`config.mk`:
```
export PLATFORM = sky130hd
export DESIGN_NAME = counter_mod_updown_flat
export DESIGN_NICKNAME = d
export VERILOG_FILES = /design/src/rtl/counter_mod_updown_if.sv /design/src/rtl/counter_mod_updown.sv /design/src/flat_wrapper.sv
export SDC_FILE = /design/constraint.sdc
export NUM_CORES = 1
export LEC_CHECK = 0
export CORE_AREA = 2 2 53 45
export DETAILED_ROUTE_END_ITERATION = 6
export DIE_AREA = 0 0 55 47
export HOLD_SLACK_MARGIN = 0.05
export PLACE_DENSITY = 0.69
export SYNTH_ARGS = -nofsm -noshare
export SYNTH_HDL_FRONTEND = slang
export SYNTH_SLANG_ARGS = --single-unit
```
`constraint.sdc`:
```
create_clock -name CLK -period 1.6 [get_ports CLK]
set_input_delay 0.24 -clock CLK [delete_from_list [all_inputs] [get_ports CLK]]
set_output_delay 0.24 -clock CLK [all_outputs]
set_load 0.05 [all_outputs]
```
`src/rtl/counter_mod_updown_if.sv`:
```
// Control and status bundle for counter_mod_updown.
// The master drives the count controls and the slave returns count and wrap flag.
interface counter_mod_updown_if #(
  parameter int WIDTH = 8
);
  logic             CE;
  logic             UP;
  logic             LD;
  logic [WIDTH-1:0] DI;
  logic [WIDTH-1:0] O;
  logic             COUT;

  modport master (output CE, output UP, output LD, output DI, input O, input COUT);
  modport slave  (input CE, input UP, input LD, input DI, output O, output COUT);
endinterface

```
`src/rtl/counter_mod_updown.sv`:
```
// Modulo-N up/down counter with synchronous load, count enable and a
// registered wrap flag.
// The edge priority is reset, then load, then count, then hold.
// Arithmetic is done one bit wider than the count, so the terminal compare
// stays explicit even when MODULUS equals 2**WIDTH.
module counter_mod_updown #(
  parameter int     WIDTH   = 8,
  parameter longint MODULUS = 256,
  parameter longint INIT    = 0
) (
  input  logic                 CLK,
  input  logic                 RESETN,
  counter_mod_updown_if.slave  bus
);

  // Reject parameter combinations that could produce an out-of-range count.
  if (WIDTH < 1 || WIDTH > 32) begin : g_bad_width
    $error("counter_mod_updown: WIDTH must be 1..32");
  end
  if (MODULUS < 2 || MODULUS > (64'sd1 <<< WIDTH)) begin : g_bad_modulus
    $error("counter_mod_updown: MODULUS must be 2..2**WIDTH");
  end
  if (INIT < 0 || INIT >= MODULUS) begin : g_bad_init
    $error("counter_mod_updown: INIT must be below MODULUS");
  end

  localparam logic [WIDTH:0]   MOD_W  = MODULUS[WIDTH:0];
  localparam logic [WIDTH:0]   LAST_W = MOD_W - 1'b1;
  localparam logic [WIDTH:0]   ONE_W  = 1;
  localparam logic [WIDTH:0]   ZERO_W = '0;
  localparam logic [WIDTH-1:0] INIT_V = INIT[WIDTH-1:0];

  logic [WIDTH-1:0] o_q;
  logic [WIDTH-1:0] o_d;
  logic             cout_q;
  logic             cout_d;
  logic [WIDTH:0]   o_ext;
  logic [WIDTH:0]   di_ext;

  // Next count and wrap flag. The flag defaults low, so it never stretches over idle cycles.
  always_comb begin
    o_d    = o_q;
    cout_d = 1'b0;
    o_ext  = {1'b0, o_q};
    di_ext = {1'b0, bus.DI};
    if (bus.LD) begin
      // An out-of-range load saturates to the terminal value.
      if (di_ext < MOD_W) begin
        o_d = bus.DI;
      end else begin
        o_d = WIDTH'(LAST_W);
      end
    end else if (bus.CE) begin
      if (bus.UP) begin
        if (o_ext == LAST_W) begin
          o_d    = '0;
          cout_d = 1'b1;
        end else begin
          o_d = WIDTH'(o_ext + ONE_W);
        end
      end else begin
        if (o_ext == ZERO_W) begin
          o_d    = WIDTH'(LAST_W);
          cout_d = 1'b1;
        end else begin
          o_d = WIDTH'(o_ext - ONE_W);
        end
      end
    end
  end

  // State register. Reset discards both the count and any pending wrap flag.
  always_ff @(posedge CLK) begin
    if (!RESETN) begin
      o_q    <= INIT_V;
      cout_q <= 1'b0;
    end else begin
      o_q    <= o_d;
      cout_q <= cout_d;
    end
  end

  assign bus.O    = o_q;
  assign bus.COUT = cout_q;

endmodule
```
`src/flat_wrapper.sv`:
```
// flat-port wrapper written by rule: the top's interface ports become plain ports
module counter_mod_updown_flat 
#(
  parameter int     WIDTH   = 8,
  parameter longint MODULUS = 256,
  parameter longint INIT    = 0
)
  (CLK, RESETN, bus_CE, bus_UP, bus_LD, bus_DI, bus_O, bus_COUT);
  counter_mod_updown_if #(.WIDTH(WIDTH)) bus_i ();
  input  logic CLK;
  input  logic RESETN;
  input wire logic [$bits(bus_i.CE)-1:0] bus_CE;
  input wire logic [$bits(bus_i.UP)-1:0] bus_UP;
  input wire logic [$bits(bus_i.LD)-1:0] bus_LD;
  input wire logic [$bits(bus_i.DI)-1:0] bus_DI;
  output wire logic [$bits(bus_i.O)-1:0] bus_O;
  output wire logic [$bits(bus_i.COUT)-1:0] bus_COUT;
  assign bus_i.CE = bus_CE;
  assign bus_i.UP = bus_UP;
  assign bus_i.LD = bus_LD;
  assign bus_i.DI = bus_DI;
  assign bus_O = bus_i.O;
  assign bus_COUT = bus_i.COUT;
  counter_mod_updown #(.WIDTH(WIDTH), .MODULUS(MODULUS), .INIT(INIT)) u_core (.CLK(CLK), .RESETN(RESETN), .bus(bus_i));
endmodule
```
Word level (Yosys, flattened, before mapping):

Index checks and enable logic that the tools add are counted.

* logic and storage cells: 18
* register bits: 9

* eq/ne operators: 1
* reductions and logical operators: 3
* muxes and demuxes: 8
* add/sub/neg operators: 2
* bitwise gates (word level): 2

Operators with widths (number)
* $mux 8: 5
* $add 8x1->8 const B: 1
* $eq 8x8->1 const B: 1
* $logic_not 8->1: 1
* $sub 8x1->8 const B: 1
* $mux 1: 3
* $reduce_or 3->1: 1
* $not 1->1: 2
* $reduce_bool 2->1: 1

Longest topological paths before layout:

* depth in word-level cells: 5
* depth in mapped cells: 7
* mapped depth without buffers: 7

Worst setup path before layout:

Ideal clock, no wire load.

* path kind: flip-flop to flip-flop
* from: register u_core.o_q[1] (netlist: u_core.bus.O[1])
* to: register u_core.o_q[0] (netlist: u_core.bus.O[0])
* slack: -0.339 ns
* data required time: 1.484 ns
* arrival: 1.822 ns
* stages on the path, launching flop included: 7
* buffers on the path: 0
* path through: dfxtp_1 ha_1 and4_1 nand3_1 a21oi_1 a21oi_1 o211a_1

* cells in the longest elaborated chain, start to end: 5

Ends and longest elaborated chain
* start, declared: RTL line counter_mod_updown.sv:33 `logic [WIDTH-1:0] o_q;`
* start signal, assigned: RTL line counter_mod_updown.sv:75 `o_q <= INIT_V;`
* start signal, assigned: RTL line counter_mod_updown.sv:78 `o_q <= o_d;`
* $eq 8x8->1 / $logic_not 8->1 (equally long branches): RTL line counter_mod_updown.sv:55, counter_mod_updown.sv:62
* $mux 8, on equally long branches: RTL line counter_mod_updown.sv:55, counter_mod_updown.sv:62
* $mux 8 (*): RTL line counter_mod_updown.sv:54 `if (bus.UP) begin`
* $mux 8 (*): RTL line counter_mod_updown.sv:53 `end else if (bus.CE) begin`
* $mux 8 (*): RTL line counter_mod_updown.sv:46 `if (bus.LD) begin`

Every way passes the cells marked *; elsewhere a longest branch is shown, timed or not. The select of a mux whose other input is x is not followed.
A chain may end at the register's enable or synchronous reset.

Final worst setup path:

* from: register u_core.o_q[1] (netlist: u_core.bus.O[1])
* to: register u_core.o_q[2] (netlist: u_core.bus.O[2])

* cells in the longest elaborated chain, start to end: 5

Ends and longest elaborated chain
* $sub 8x1->8 (tied with other cells): RTL line counter_mod_updown.sv:66 `o_d = WIDTH'(o_ext - ONE_W);`
* $mux 8, on equally long branches: RTL line counter_mod_updown.sv:62, counter_mod_updown.sv:55
* $mux 8 (*): RTL line counter_mod_updown.sv:54
* $mux 8 (*): RTL line counter_mod_updown.sv:53
* $mux 8 (*): RTL line counter_mod_updown.sv:46

Marked as above.

==> results.txt <==
Cell taking the most area after synthesis -> dfxtp_1
Layout Cells excl Fill -> 178
Outcome -> complete, but fails checks
Hold path start -> bus_DI[6]
WP data required -> 1820 ps
Placer congestion estimate -> 0.896
Met2 wire len -> 1380 µm
Worst setup path startpoint -> u_core.bus.O[1]
Drt wl/cell -> 15.1 µm
Vias after detailed routing -> 1011
Clock buffer depth -> 2
H-tree levels -> 1
FILL cells -> 207
Antenna cells -> 0
CP Class -> reg2reg
Final Setup Violations -> 6
Top-count cell post-synth -> nand3_1
Met3 WL -> 181 µm
I/O pin count -> 22
Critical Path Max Stage Delay -> 490 ps
Seq/Total Area, Yosys -> 22.3%
Die area -> 2590 µm²
Peak Freq -> 570 MHz
Setup crit end kind -> flop
Failing checks -> setup timing
Clk Latency, worst-skew pair -> 270 ps
Synth Net Count -> 128
Worst reg2reg startpoint -> u_core.bus.O[1]
Total placed instance area -> 1220 µm²
Clock transition at the registers of the reported paths -> 70 ps
Top cell type's share of synthesized area -> 22.3%
Placed Cells -> 172
Largest net degree at the start of global routing -> 15
I/O Buffers -> 21
Post-synth EDFFs -> 0
CTS tree -> yes
Clk_skew -> 0.735 ps
Worst-path cell chain -> inv_4 -> ha_4 -> or4b_4 -> buf_6 -> nor2_4 -> nor3_1 -> o31ai_1 -> and2_1
Top Layer Used -> met3
CORE AREA -> 2060 µm²
Inserted Clock Buffers -> 3
Synthesized flop and latch total -> 9
Final setup margin -> -155 ps
Number of cell rows -> 15
Die Y -> 47 µm
Clk root buf -> clkbuf_4
Die W -> 55 µm
DR pass1 iterations -> 4
Post-DR vias/cell -> 5.68
Worst-Margin Slew -> 287 ps
Syn-to-layout area delta -> 58.6%
Main flop type after synthesis -> dfxtp_1
LEAKAGE -> 0.521 nW
Multi-input logic area -> 604 µm²
Setup crit start kind -> flop
Metal-1 WL -> 1120 µm
Reg area -> 198 µm²
Number of nets in the layout -> 170
Cells after synthesis -> 112
FFs w/ async S/R, synth -> 0%
Hold crit path type -> in2reg
Yosys warning count -> 0
Layout cell share with drive strength beyond 1 -> 37.3%
Min cycle time layout -> 1750 ps
Routed Antenna Nets -> 0
Unrepaired setup endpoints after global routing -> yes
Max-Cap Viols -> 0
Yosys cell types -> 42
Mapped cell area -> 810 µm²
Fin area -> 1280 µm²
Vias in the first global route -> 980
Global-route wire length before repair -> 4520 µm
Syn Area/Cell -> 7.23 µm²
Cell Pwr Density -> 686 nW/µm²
Max IR drop VDD -> 0.454 mV
Slew Limit Fails -> 0
Post-synth top cells -> nand3_1, a21oi_1, dfxtp_1
CP Max Fanout -> 4
Largest cells by area after synthesis -> dfxtp_1, nand3_1, a21oi_1
Fin crit share -> 110%
Post-CTS Hold Fix Bufs -> 0
WL final -> 2680 µm
Minimum hold slack -> 528 ps
Slowest CP cell -> or4b_4
Crit path DAT -> 1970 ps
Final Hold Viols -> 0
Residual DRC -> 0
Remaining global-route overflow -> 0
Initial antenna violation count -> 0
Iteration-0 DRC Markers -> 37
Slew headroom -> 80.8%
Post-DP HPWL -> 2050 µm
GRT Total Usage -> 24.9%
Initial Util -> 39.2%
Clock sink count -> 9
state kept, by name, indices dropped and copies added, names as in the netlist:
name,flops
u_core.bus.O,8
u_core.bus.COUT,1
placed cells by master (no fill, tap or decap), types with 5 or more instances in the layout:
master | Yosys | routed
nor2_1 | 5 | 5
nand3_1 | 10 | 10
buf_4 | 0 | 30
nor3_1 | 5 | 5
o21ai_1 | 6 | 5
nand2_1 | 5 | 5
dfxtp_2 | 0 | 5
a21oi_1 | 9 | 7
clkdlybuf4s50_1 | 0 | 12
o21ai_0 | 6 | 6
worst max-delay path: cells and delay by family, from the launching register on:
kind | cells | cell delay (ps)
flip-flops | 1 | 350
AO/OA/AOI/OAI | 1 | 210
AND/OR/NAND/NOR | 4 | 810
adder cells (fa/ha/maj) | 1 | 120
buffers and inverters | 2 | 210
per-stage QoR:
step / setup WS (ps) / total power [mW] / TNS [ps] / utilization [%]
final: -155 / 0.881 / -571 / 62.2
after global routing: -229 / 0.934 / -1080 / 62.2
after CTS: -152 / 0.877 / -646 / 61.5
after detailed placement: -343 / 0.668 / -1630 / 59.0
after global placement: -313 / 0.665 / -1520 / 59.0
after floorplan: -85.6 / 0.504 / -269 / -
what timing repair did:
| item | CTS | global route |
|---|---|---|
| pin swaps | 8 | 7 |
| cloned | 0 | 0 |
| resized for setup | 4 | 2 |
| setup buffers | 1 | 1 |
| endpoints found under the setup margin | 7 | 7 |
final timing paths:
| check | end | slack (ps) | cells past startpoint |
|---|---|---|---|
| worst max register to register | u_core.bus.O[2] | -150 | 8 |
| worst max-delay path | u_core.bus.O[2] | -150 | 8 |
| worst min-delay path | u_core.bus.O[6] | 530 | 3 |
| worst min register to register | u_core.bus.O[7] | 690 | 3 |
routing by layer:
layer	global-route usage, %	vias up
met5	0	-
met4	5.37	0
met3	5.73	0
met2	43.1	42
met1	31.7	470
li1	-	499
cell families (layout without fill, tap and decap cells):
kind of cell / after synthesis / count (layout) / share of synthesized area, %
buf+inv: 14 / 55 / 7.26
simple gates: 47 / 47 / 34.0
compound gates: 36 / 36 / 28.3
fa+ha+maj: 3 / 3 / 4.64
mux: 1 / 1 / 1.39
flops: 9 / 9 / 22.3
xor+xnor: 2 / 2 / 2.16
where the power goes:
group	switching (mW)	internal (mW)
Clock	0.0946	0.0967
Sequential	0.0123	0.242
Combinational	0.234	0.202
Total	0.341	0.540
cell type report:
type	count	share of cell area [%]
Sequential cell	9	15.4
Inverter	6	2.14
Timing Repair Buffer	45	30.9
Tap cell	25	2.44
Clock buffer	4	2.05
Multi-Input combinational cell	89	47.1
No activity file was read; power rests on OpenSTA's default activity.
